### src/rtl/zero_count_normalizer.sv
// Two-stage valid/ready normalizer: stage 1 registers the operand with its
// leading/trailing zero count, stage 2 shifts the first set bit to MSB or LSB.
module zero_count_normalizer #(
  parameter  int unsigned WIDTH = 32,
  localparam int unsigned CNT_W = $clog2(WIDTH) + 1
) (
  input  logic             clk,
  input  logic             rst_n,
  input  logic             in_valid,
  output logic             in_ready,
  input  logic [WIDTH-1:0] in_data,
  input  logic             in_mode,
  output logic             out_valid,
  input  logic             out_ready,
  output logic [WIDTH-1:0] out_data,
  output logic [CNT_W-1:0] out_count,
  output logic             out_zero,
  output logic             out_mode
);

  if (WIDTH < 8 || (WIDTH & (WIDTH - 1)) != 0) begin : g_width_check
    $error("zero_count_normalizer: WIDTH must be a power of two >= 8");
  end

  logic [CNT_W-1:0] lead_cnt;
  logic [CNT_W-1:0] trail_cnt;
  logic             trail_found;
  logic [CNT_W-1:0] in_count;
  logic             in_zero;

  logic             s1_valid;
  logic [WIDTH-1:0] s1_data;
  logic             s1_mode;
  logic [CNT_W-1:0] s1_count;
  logic             s1_zero;

  logic             s2_load;
  logic             s1_advance;
  logic             in_accept;
  logic [WIDTH-1:0] shifted;

  // Leading count: the highest set bit wins, so a plain ascending overwrite
  // works. Trailing count: the first set bit seen from the LSB is kept.
  always_comb begin
    lead_cnt    = CNT_W'(WIDTH);
    trail_cnt   = CNT_W'(WIDTH);
    trail_found = 1'b0;
    for (int unsigned i = 0; i < WIDTH; i++) begin
      if (in_data[i]) begin
        lead_cnt = CNT_W'(WIDTH - 1 - i);
        if (!trail_found) begin
          trail_cnt   = CNT_W'(i);
          trail_found = 1'b1;
        end
      end
    end
    in_zero  = (in_data == '0);
    in_count = in_mode ? lead_cnt : trail_cnt;
  end

  always_comb begin
    s2_load    = !out_valid || out_ready;
    s1_advance = s1_valid && s2_load;
    in_ready   = rst_n && (!s1_valid || s2_load);
    in_accept  = in_valid && in_ready;
  end

  always_comb begin
    shifted = '0;
    if (!s1_zero) begin
      shifted = s1_mode ? (s1_data << s1_count) : (s1_data >> s1_count);
    end
  end

  always_ff @(posedge clk) begin
    if (!rst_n) begin
      s1_valid <= 1'b0;
      s1_data  <= '0;
      s1_mode  <= 1'b0;
      s1_count <= '0;
      s1_zero  <= 1'b0;
    end else if (in_accept) begin
      s1_valid <= 1'b1;
      s1_data  <= in_data;
      s1_mode  <= in_mode;
      s1_count <= in_count;
      s1_zero  <= in_zero;
    end else if (s1_advance) begin
      s1_valid <= 1'b0;
    end
  end

  always_ff @(posedge clk) begin
    if (!rst_n) begin
      out_valid <= 1'b0;
      out_data  <= '0;
      out_count <= '0;
      out_zero  <= 1'b0;
      out_mode  <= 1'b0;
    end else if (s2_load) begin
      out_valid <= s1_valid;
      if (s1_valid) begin
        out_data  <= shifted;
        out_count <= s1_count;
        out_zero  <= s1_zero;
        out_mode  <= s1_mode;
      end
    end
  end

endmodule
### config.mk
export PLATFORM = sky130hd
export DESIGN_NAME = zero_count_normalizer
export DESIGN_NICKNAME = d
export VERILOG_FILES = /design/src/rtl/zero_count_normalizer.sv
export SDC_FILE = /design/constraint.sdc
export NUM_CORES = 1
export LEC_CHECK = 0
export BUFFER_PORTS_ARGS = -buffer_cell sky130_fd_sc_hd__buf_2
export CAP_MARGIN = 20
export CORE_MARGIN = 2
export CORE_UTILIZATION = 61
export CTS_CLUSTER_SIZE = 16
export DETAILED_ROUTE_END_ITERATION = 12
export GPL_TIMING_DRIVEN = 1
export HOLD_SLACK_MARGIN = 0.02
export PLACE_DENSITY = 0.83
export SETUP_SLACK_MARGIN = 0.15
export SLEW_MARGIN = 20
export SYNTH_ARGS = -nofsm -noshare
export SYNTH_HDL_FRONTEND = slang
export SYNTH_SLANG_ARGS = --single-unit
### constraint.sdc
create_clock -name clk -period 2.3 [get_ports clk]
set_input_delay 0.115 -clock clk [delete_from_list [all_inputs] [get_ports clk]]
set_output_delay 0.115 -clock clk [all_outputs]
set_load 0.005 [all_outputs]
==> results.json <==
{
  "worstReg2RegStart": "s1_count[1]",
  "groute.layer.met3.usage": 0.0940,
  "drt_pass1_iterations": 7,
  "final_nets": 1129,
  "die-width_um": 114,
  "leakagePower_nw": 3.64,
  "crit_arrival_ns": 2.46,
  "synth_sequential_area_ratio": 0.224,
  "hold_viol": 0,
  "tightest_slew_ns": 0.672,
  "synthFlopType": "sky130_fd_sc_hd__dfxtp_1",
  "place_hpwl_um": 21200,
  "timing_max_transition_violations_final": 0,
  "ys_async_sr_fraction": 0,
  "antenna_viol_nets_final": 0,
  "fmax_ghz": 0.450,
  "postSynthCellCount": 959,
  "gr-usage-met1": 0.595,
  "place_congestion": 1.08,
  "drt-vias-per-instance": 7.20,
  "synth_enable_flop_cells": 0,
  "cts.root.buffer_cell": "sky130_fd_sc_hd__clkbuf_16",
  "min_from": "in_data[30]",
  "gr-usage-all-layers": 0.439,
  "rrSetupSlack_ns": 0.08,
  "final_setup_violation_count": 0,
  "gr-total-overflow": 0,
  "fillers": 874,
  "initialDrtViolationCount": 1711,
  "placement.io_buffers": 78,
  "finish.cell_count_without_fillers": 1244,
  "floorplan.die.height_um": 114,
  "power_density_nw_per_um2": 521,
  "synth_area_per_cell_um2": 7.65,
  "initial_core_util": 0.618,
  "hp-class": "input port to flip-flop",
  "vias_in_the_first_global_route": 7947,
  "yosys_warnings": 0,
  "insertedDiodeCount": 0,
  "groute.layer.met2.usage": 0.650,
  "cts_buffer_depth": 2,
  "grt_antenna_before_repair": 0,
  "crit_path_start_kind": "flip-flop",
  "final.hold.worst_slack_ns": 0.0418,
  "reg2reg_depth": 9,
  "placed_cells": 1208,
  "drc": 0,
  "r2r-end": "out_data[20]",
  "post_synth_num_cell_types": 73,
  "area_delta_synth_final_pct": 23.9,
  "numCtsBuffers": 9,
  "cts_max_level": 3,
  "post_drt_wl_per_cell_um": 23.6,
  "finalWirelength_um": 29300,
  "core_um2": 11900,
  "clk_transition_reported_paths_ns": 0.07,
  "crit_fanout": 6,
  "clock_sinks": 82,
  "hold_end": "s1_data[30]",
  "synth_largest_area_cell": "sky130_fd_sc_hd__dfxtp_1",
  "worst_hold_path.num_cells": 3,
  "grt_setup_unrepaired": "true",
  "routed-via-count": 8959,
  "portion_of_the_clock_cycle_consumed_by_the_worst_path_in_the_final_layout": 0.966,
  "grt_pass1_wl_um": 44400,
  "finalWorstPathRequiredPeriod_ns": 2.22,
  "worst-endpoint-required_ns": 2.54,
  "max-slew-margin-rel": 0.550,
  "area_fraction_of_the_dominant_cell_type_after_synthesis": 0.224,
  "io_pins": 79,
  "critPathCaptureType": "flip-flop",
  "clk_latency_ns": 0.35,
  "drive_gt1_frac": 0.303,
  "tritoncts": "yes",
  "placement_rows": 40,
  "skew_ns": 0.0133,
  "grt_max_degree": 42,
  "crit_type": "flip-flop to flip-flop",
  "ys_top_cells_by_area": "sky130_fd_sc_hd__dfxtp_1 22%, sky130_fd_sc_hd__mux2i_1 8.6%, sky130_fd_sc_hd__mux4_2 7.1%",
  "ys_ff_latch": 82,
  "synth_nets": 996,
  "design.die.area_um2": 12900,
  "cap_violations": 0,
  "outcome": "finished, final reports clean",
  "ir_drop_uv": 429,
  "gr-max-usage-layer": "met2",
  "syn-cell-area_um2": 7330
}
## cell usage in the layout (no fill, tap or decap), types with 6 or more instances in the layout
cell	count
sky130_fd_sc_hd__buf_4	111
sky130_fd_sc_hd__o31ai_1	7
sky130_fd_sc_hd__a22oi_1	19
sky130_fd_sc_hd__a211oi_1	9
sky130_fd_sc_hd__nand2b_1	10
sky130_fd_sc_hd__dfxtp_1	77
sky130_fd_sc_hd__o22ai_1	13
sky130_fd_sc_hd__nor3_1	23
sky130_fd_sc_hd__o21ai_0	47
sky130_fd_sc_hd__nand4_1	7
sky130_fd_sc_hd__a31oi_1	6
sky130_fd_sc_hd__mux2_2	37
sky130_fd_sc_hd__buf_2	78
sky130_fd_sc_hd__o21ai_1	7
sky130_fd_sc_hd__nor2_1	90
sky130_fd_sc_hd__mux2i_1	49
sky130_fd_sc_hd__nand2_1	125
sky130_fd_sc_hd__a22o_1	8
sky130_fd_sc_hd__a21oi_1	54
sky130_fd_sc_hd__a221o_1	8
sky130_fd_sc_hd__buf_12	8
sky130_fd_sc_hd__inv_1	15
sky130_fd_sc_hd__mux2i_2	13
sky130_fd_sc_hd__nor4_1	11
sky130_fd_sc_hd__and2_1	10
sky130_fd_sc_hd__mux4_2	23
sky130_fd_sc_hd__clkbuf_16	9
sky130_fd_sc_hd__o221ai_1	10
sky130_fd_sc_hd__nand3_1	60
sky130_fd_sc_hd__nor2b_1	9
sky130_fd_sc_hd__a32o_1	6
sky130_fd_sc_hd__o211ai_1	14
## cell type report
class | count | area [um^2] | share of cell area
Timing Repair Buffer | 205 | 1480 | 0.163
Tap cell | 147 | 184 | 0.0202
Inverter | 17 | 63.8 | 0.00702
Clock inverter | 6 | 73.8 | 0.00812
Multi-Input combinational cell | 777 | 5390 | 0.593
Sequential cell | 82 | 1660 | 0.182
Clock buffer | 10 | 239 | 0.0263
## worst max-delay path, cell delays in order (launching register included)
cell and delay [ns]:
sky130_fd_sc_hd__dfxtp_4 0.42, sky130_fd_sc_hd__buf_8 0.15, sky130_fd_sc_hd__buf_6 0.10, sky130_fd_sc_hd__mux4_2 0.50
sky130_fd_sc_hd__mux2i_1 0.18, sky130_fd_sc_hd__buf_4 0.19, sky130_fd_sc_hd__nor2_2 0.04, sky130_fd_sc_hd__a21oi_1 0.13
sky130_fd_sc_hd__o22ai_1 0.11, sky130_fd_sc_hd__a221o_1 0.27
## what timing repair did
| action | in CTS | in global routing |
|---|---|---|
| hold buffers | 1 | 0 |
| pin swaps | 1 | 9 |
| setup buffers | 4 | 15 |
| setup endpoints to repair | 21 | 25 |
| endpoints found under the hold margin | 1 | 0 |
| gates resized for setup | 4 | 48 |
## synth_stat cells, drive strengths merged, types with 7 or more instances
| cell | n |
|---|---|
| mux4 | 23 |
| o21ai | 55 |
| and2 | 10 |
| o211ai | 15 |
| o221ai | 11 |
| a211oi | 12 |
| a221o | 8 |
| a31oi | 7 |
| a22oi | 20 |
| o31ai | 7 |
| nor3 | 23 |
| inv | 17 |
| a21oi | 58 |
| buf | 38 |
| nand3 | 60 |
| clkbuf | 45 |
| a22o | 8 |
| mux2 | 38 |
| nand2 | 125 |
| nor2b | 9 |
| o22ai | 15 |
| nand2b | 11 |
| nand4 | 7 |
| mux2i | 63 |
| nor4 | 14 |
| nor2 | 94 |
| dfxtp | 82 |
## per-layer routing
metal  vias up  wire length [um]  part of all wire
met4         0              2120             0.072
met3       170              3530              0.12
met1      4143             11300              0.38
li1       3895                 -                 -
met2       751             12400              0.42
met5         -                 0                 0
## kinds of logic after synthesis
family                 count (synthesis)  share of synthesized area
muxes                                124                      0.215
and+or+nand+nor                      376                      0.239
DFF                                   82                      0.224
AOI/OAI and AO/OA                    277                      0.260
buffers and inverters                100                     0.0619
## worst max path at each step
stage | start | to | slack, ns
after floorplan | s1_count[1] | out_data[1] | 0.36
after global placement | s1_count[1] | out_data[4] | 0.05
after detailed placement | s1_count[1] | out_data[5] | -0.02
after CTS | s1_count[1] | out_data[20] | 0.09
after global routing | s1_count[1] | out_data[5] | 0.05
final | s1_count[1] | out_data[20] | 0.08
## sequential cells by signal, summed over array words and instances, names as in the netlist
| signal | count |
|---|---|
| out_count | 6 |
| out_valid | 1 |
| s1_mode | 1 |
| out_zero | 1 |
| s1_data | 32 |
| out_mode | 1 |
| out_data | 32 |
| s1_zero | 1 |
| s1_count | 6 |
| s1_valid | 1 |
## per-stage QoR
step,TNS [ns],util,power (mW),instance area (um^2),setup WS (ns)
floorplan,0,-,2.44,7330,0.360
global placement,0,0.709,3.01,8410,0.0459
detailed placement,-0.0377,0.709,3.02,8410,-0.0236
CTS,0,0.740,4.56,8780,0.0936
global route,0,0.766,4.87,9090,0.0536
finish,0,0.766,4.74,9090,0.0781
## power breakdown
| part | total, mW | switching (mW) | internal (mW) |
|---|---|---|---|
| clock network | 1.56 | 0.671 | 0.885 |
| logic | 1.53 | 0.876 | 0.650 |
| registers | 1.65 | 0.154 | 1.50 |
| total | 4.74 | 1.70 | 3.03 |
Note: power is estimated with default switching activity, not from simulation.
